**src/rtl/alu_issue_ctrl.sv**
```systemverilog
// alu_issue_ctrl: multi-cycle issue sequencer for one register-to-register
// ALU instruction. Reads both sources through a single register-file read
// port, drives the ALU for one cycle, captures result and flags, and writes
// the result back. Fixed 5-cycle latency per instruction.
module alu_issue_ctrl #(
    parameter int WIDTH = 16,
    parameter int RADDR = 3
) (
    input  logic             clk,
    input  logic             reset,
    input  logic             ins_valid,
    output logic             ins_ready,
    input  logic [1:0]       ins_op,
    input  logic             ins_cmp,
    input  logic [RADDR-1:0] ins_rd,
    input  logic [RADDR-1:0] ins_rn,
    input  logic [RADDR-1:0] ins_rm,
    output logic [RADDR-1:0] rf_raddr,
    input  logic [WIDTH-1:0] rf_rdata,
    output logic             rf_we,
    output logic [RADDR-1:0] rf_waddr,
    output logic [WIDTH-1:0] rf_wdata,
    output logic [WIDTH-1:0] alu_ain,
    output logic [WIDTH-1:0] alu_bin,
    output logic             alu_addsub,
    output logic             alu_sub,
    output logic             alu_and,
    output logic             alu_notb,
    input  logic [WIDTH-1:0] alu_result,
    input  logic             alu_overflow,
    output logic             status_z,
    output logic             status_n,
    output logic             status_v,
    output logic             done
);

    typedef enum logic [2:0] {
        IDLE,
        RDA,
        RDB,
        EXEC,
        WB
    } state_t;

    // Opcode encodings: 00 ADD, 01 SUB, 10 AND, 11 MVN
    state_t             state, state_nx;
    logic [1:0]         op_q;
    logic               cmp_q;
    logic [RADDR-1:0]   rd_q, rn_q, rm_q;
    logic [WIDTH-1:0]   a_q, b_q, c_q;

    // State register; reset aborts any instruction in flight
    always_ff @(posedge clk or posedge reset) begin
        if (reset) begin
            state <= IDLE;
        end else begin
            state <= state_nx;
        end
    end

    // Next-state and Moore output decode from registered state and fields
    always_comb begin
        state_nx   = state;
        ins_ready  = 1'b0;
        rf_raddr   = '0;
        rf_we      = 1'b0;
        alu_addsub = 1'b0;
        alu_sub    = 1'b0;
        alu_and    = 1'b0;
        alu_notb   = 1'b0;
        done       = 1'b0;
        case (state)
            IDLE: begin
                ins_ready = 1'b1;
                if (ins_valid) begin
                    state_nx = RDA;
                end
            end
            RDA: begin
                rf_raddr = rn_q;
                state_nx = RDB;
            end
            RDB: begin
                rf_raddr = rm_q;
                state_nx = EXEC;
            end
            EXEC: begin
                case (op_q)
                    2'b00: alu_addsub = 1'b1;
                    2'b01: begin
                        alu_addsub = 1'b1;
                        alu_sub    = 1'b1;
                    end
                    2'b10: alu_and  = 1'b1;
                    default: alu_notb = 1'b1;
                endcase
                state_nx = WB;
            end
            WB: begin
                done     = 1'b1;
                rf_we    = ~cmp_q;
                state_nx = IDLE;
            end
            default: state_nx = IDLE;
        endcase
    end

    // Instruction fields, operand/result capture and status flags
    always_ff @(posedge clk or posedge reset) begin
        if (reset) begin
            op_q     <= '0;
            cmp_q    <= 1'b0;
            rd_q     <= '0;
            rn_q     <= '0;
            rm_q     <= '0;
            a_q      <= '0;
            b_q      <= '0;
            c_q      <= '0;
            status_z <= 1'b0;
            status_n <= 1'b0;
            status_v <= 1'b0;
        end else begin
            case (state)
                IDLE: begin
                    if (ins_valid) begin
                        op_q  <= ins_op;
                        cmp_q <= ins_cmp;
                        rd_q  <= ins_rd;
                        rn_q  <= ins_rn;
                        rm_q  <= ins_rm;
                    end
                end
                RDA: a_q <= rf_rdata;
                RDB: b_q <= rf_rdata;
                EXEC: begin
                    c_q      <= alu_result;
                    status_z <= (alu_result == '0);
                    status_n <= alu_result[WIDTH-1];
                    // Overflow is only meaningful for the adder ops
                    status_v <= (op_q[1] == 1'b0) ? alu_overflow : 1'b0;
                end
                default: ;
            endcase
        end
    end

    // Datapath outputs are held continuously; rf_we alone qualifies the write
    assign rf_waddr = rd_q;
    assign rf_wdata = c_q;
    assign alu_ain  = a_q;
    assign alu_bin  = b_q;

endmodule

```
**config.mk**
```make
export PLATFORM = sky130hd
export DESIGN_NAME = alu_issue_ctrl
export DESIGN_NICKNAME = d
export VERILOG_FILES = /design/src/rtl/alu_issue_ctrl.sv
export SDC_FILE = /design/constraint.sdc
export NUM_CORES = 1
export LEC_CHECK = 0
export CAP_MARGIN = 10
export CORE_ASPECT_RATIO = 1.75
export CORE_MARGIN = 2
export CORE_UTILIZATION = 45
export CTS_CLUSTER_SIZE = 12
export DETAILED_ROUTE_END_ITERATION = 8
export PLACE_DENSITY = 0.95
export SYNTH_ARGS = -nofsm -noshare
export SYNTH_HDL_FRONTEND = slang
export SYNTH_SLANG_ARGS = --single-unit
```
**constraint.sdc**
```tcl
create_clock -name clk -period 4.8 [get_ports clk]
set_input_delay 0.96 -clock clk [delete_from_list [all_inputs] [get_ports clk]]
set_output_delay 0.96 -clock clk [all_outputs]
set_load 0.005 [all_outputs]
```
# == Yosys cells after proc, flatten, opt, wreduce, memory -nomap -nowiden ==
# Cells that the tools add are included.
# op_classes
add_sub_neg,0
n_mul,0
div_mod_pow,0
magnitude_cmp,0
n_eq_ne,7
n_shift,0
mux,15
n_bitwise,1
n_reduce_logical,6
# ops
operator,n
16-bit zero test,1
1-bit 2-to-1 mux,12
3-bit one-hot mux with 4 select lines,1
"3-bit by 2-bit equality test with 1-bit output, second input constant",2
3-bit one-hot mux with 2 select lines,1
"3-bit by 1-bit equality test with 1-bit output, second input constant",1
"3-bit equality test, second input constant",1
3-bit zero test,1
3-bit 2-to-1 mux,1
3-bit OR reduction,1
"2-bit by 1-bit equality test with 1-bit output, second input constant",1
"2-bit equality test, second input constant",1
2-bit zero test,1
"2-bit inequality test, second input constant",1
2-bit AND reduction,1
2-bit OR reduction,1
1-bit NOT,1
# totals
regBits,66
latchBits,0
mem_bits_rw,0
rom_bits,0
elab_cells,41
mem_count,0

# == Depth between registers and ports, before layout ==
# depth
word_depth,4
depth_mapped,5
mapped_depth_nobuf,4

# == Least setup slack after synthesis ==
# OpenSTA, ideal clock, no wires.
# synth_path
path_kind,reg-to-output
startpoint,reg state[1]
endpoint,out rf_raddr[0]
arrival_ns,0.980
t_required_ns,3.840
path_slack_ns,2.860
stages_incl_launch_ff,4
path_buffers,1
cell_sequence,dfrtp_1 nor3b_2 buf_4 a22o_1
# synth_via
elab_chain_cells,2
# synth_lines
item,line,source
from (decl),46,"state_t state, state_nx;"
from (signal assigned),57,state <= state_nx;
3-bit by 2-bit equality test with 1-bit output / 3-bit by 1-bit equality test with 1-bit output (equally long branches),72,case (state)
3-bit one-hot mux with 2 select lines *,72,
to (decl),18,"output logic [RADDR-1:0] rf_raddr,"
# Mark *: on every way between the ends. The rest lies on a longest branch, timed or not.

# == Worst setup path after layout ==
# Same ends and word-level chain as after synthesis.

==> flow_metrics.env <==
export IMPL_synth_top_area_cell="dfrtp_1"
export IMPL_avgSynthCellArea_sq_um=13.3
export IMPL_die_h_microns=105
export IMPL_seqCellArea_sq_um=1630
export IMPL_die_area_sq_um=6440
export IMPL_syn_to_final_growth_pct=52.2
export IMPL_cp_cell_sequence="nor3b_2 > a22o_1 > clkdlybuf4s50_1"
export IMPL_synth_area_sq_um=2600
export IMPL_skew_ns=0.00946
export IMPL_arrival_ns=2.23
export IMPL_fill_cells=431
export IMPL_diodes=0
export IMPL_cts_tree="built"
export IMPL_finalCriticalPeriod_ns=3.19
export IMPL_p_per_area_nw_per_um2=672
export IMPL_fmax_ghz=0.313
export IMPL_clock_latency_ns=0.34
export IMPL_grt_use_met2_pct=37.7
export IMPL_drc_errors=0
export IMPL_wl_microns=6550
export IMPL_hp_class="reg -> reg"
export IMPL_postSynthNetCount=244
export IMPL_vdd_ir_drop_max_v=0.000418
export IMPL_hold_viol=0
export IMPL_track_usage_pct=21.9
export IMPL_antenna_found_initial=0
export IMPL_crit_fanout=10
export IMPL_num_vias=1939
export IMPL_ys_seq_area_share_pct=62.4
export IMPL_clock_sinks=65
export IMPL_maxCapViolCount=0
export IMPL_drt_iter0_markers=70
export IMPL_netlist_top_cells_area="dfrtp_1 (62%), mux2_2 (14%), nand2_1 (7.3%)"
export IMPL_grt_ovfl_total=0
export IMPL_die_width_microns=61.5
export IMPL_ys_types=26
export IMPL_synthArstFlopShare_pct=100
export IMPL_cts_path_max_buffers=2
export IMPL_hold_buffers=0
export IMPL_drive_gt1_share_pct=22.0
export IMPL_dp_slack_ns=1.96
export IMPL_grt_pass1_wl_microns=10100
export IMPL_port_buffers=111
export IMPL_ant_nets=0
export IMPL_synth_edf_count=0
export IMPL_start_util_pct=46.6
export IMPL_critPathSlowestCell="nor3b_2"
export IMPL_first_pass_iters=4
export IMPL_final_period_utilization_pct=66.5
export IMPL_multi_input_area_sq_um=898
export IMPL_grtUsageMet1_pct=23.5
export IMPL_ys_ff_latch=65
export IMPL_grt_max_degree=41
export IMPL_yosys_cell_count_top_type="dfrtp_1"
export IMPL_post_cts_resized=0
export IMPL_h_tree_depth=3
export IMPL_grt_busiest_layer="met2"
export IMPL_gp_congestion=0.847
export IMPL_cts_clk_slew_worst_paths_ns=0.07
export IMPL_max_slew_margin_pct=45.7
export IMPL_use_met3_pct=5.20
export IMPL_post_cts_setup_buffer_count=0
export IMPL_leakage_nw=1.74
export IMPL_yosys_warnings=0
export IMPL_crit_path_end_kind="output pin"
export IMPL_cts_root_buf="clkbuf_8"
export IMPL_numCtsBuffers=9
export IMPL_crit_type="reg -> out"
export IMPL_design_portCount=112
export IMPL_instances_no_fill=394
export IMPL_slew_viol_final=0
export IMPL_netlist_instances=196
export IMPL_dp_hpwl_microns=4930
export IMPL_finalNetCount=361
export IMPL_cp_start_kind="flip-flop"
export IMPL_status="completed"
export IMPL_grt_pass1_vias=2015
export IMPL_crit_path_max_incr_delay_ns=0.69
export IMPL_synth_common_cells="dfrtp_1 (65), nand2_1 (51), mux2_2 (33)"
export IMPL_vias_per_cell=4.92
export IMPL_wl_per_cell_microns=16.6
export IMPL_setup_viol=0
export IMPL_timing_final_ws_setup_ns=1.61
export IMPL_synth_ff_type="dfrtp_1"
export IMPL_coreArea_sq_um=5590
export IMPL_placed_cells=378
export IMPL_synth_top_area_share_pct=62.4
export IMPL_cp_required_ns=3.84
export IMPL_fin_tns_setup_ns=0
export IMPL_core_rowCount=36
export IMPL_tightestPinTransition_ns=0.813
export IMPL_rsz0062_at_grt="false"
cells in the final DEF, fill, tap and decap left out, types with 2 or more instances in the layout:
| cell | n |
|---|---|
| clkdlybuf4s50_1 | 111 |
| dfrtp_1 | 65 |
| nand2_1 | 51 |
| mux2_2 | 33 |
| mux2_4 | 10 |
| clkbuf_8 | 10 |
| nor4_1 | 4 |
| clkinv_2 | 4 |
| buf_4 | 4 |
| a22o_1 | 3 |
| nor2_1 | 3 |
| o21ai_0 | 2 |
| inv_2 | 2 |
| nor3b_2 | 2 |
critical path: cells and delay by family, from the launching register on:
kind                   cells  cell delay (ns)
flip-flops                 1             0.44
AND/OR/NAND/NOR            1             0.69
buffers and inverters      1             0.50
AO/OA/AOI/OAI              1             0.26
final cells by class:
cell class              count  area share [%]
clock inverters             6            1.45
well taps                  76            2.40
flip-flops and latches     65            41.0
clock buffers              10            3.47
repair buffers            115            28.8
inverters                   2           0.189
multi-input cells         120            22.7
power breakdown:
part	internal (mW)	switching, mW
sequential	0.826	0.171
combinational	0.791	0.420
clock	0.250	0.208
sequential cells by signal (all words and copies together), names as in the netlist:
register and flops:
alu_bin 16, cmp_q 1, rf_waddr 3, status_v 1
rf_wdata 16, state 3, status_z 1, alu_ain 16
rn_q 3, rm_q 3, op_q 2
stage by stage:
step / total power, mW / util, % / area, sq um / hold WS [ns]
floorplan: 1.55 / - / 2610 / 0.470
global placement: 2.16 / 67.5 / 3770 / 0.458
detailed placement: 2.23 / 67.5 / 3770 / 0.461
CTS: 2.69 / 71.0 / 3960 / 0.477
global route: 2.82 / 71.0 / 3960 / 0.509
finish: 2.67 / 71.0 / 3960 / 0.474
kinds of logic after synthesis:
logic type | synth area share, %
flip-flops | 62.4
buffers and inverters | 3.07
AO/OA/AOI/OAI | 1.39
multiplexers | 20.5
AND/OR/NAND/NOR | 12.6
routing by layer:
layer | vias up | part of all wire (%) | wire length (microns)
li1 | 891 | - | -
met1 | 959 | 35 | 2320
met2 | 70 | 57 | 3740
met3 | 19 | 3.8 | 247
met4 | 0 | 3.7 | 240
met5 | - | 0 | 0
final timing paths:
path	startpoint	end	slack, ns	cells after the start
worst max-delay path	state[1]$_DFFE_PP0P_	rf_raddr[0]	1.61	3
worst min-delay path	rf_wdata[14]$_DFFE_PP0P_	rf_wdata[14]$_DFFE_PP0P_	0.47	2
worst max register to register	state[1]$_DFFE_PP0P_	alu_bin[7]$_DFFE_PP0N_	2.84	3
worst min register to register	rf_wdata[14]$_DFFE_PP0P_	rf_wdata[14]$_DFFE_PP0P_	0.47	2
max in group asynchronous	reset	alu_ain[1]$_DFFE_PP0N_	2.83	3
min in group asynchronous	reset	rf_wdata[15]$_DFFE_PP0P_	1.11	2
Note: power is estimated with default switching activity, not from simulation.
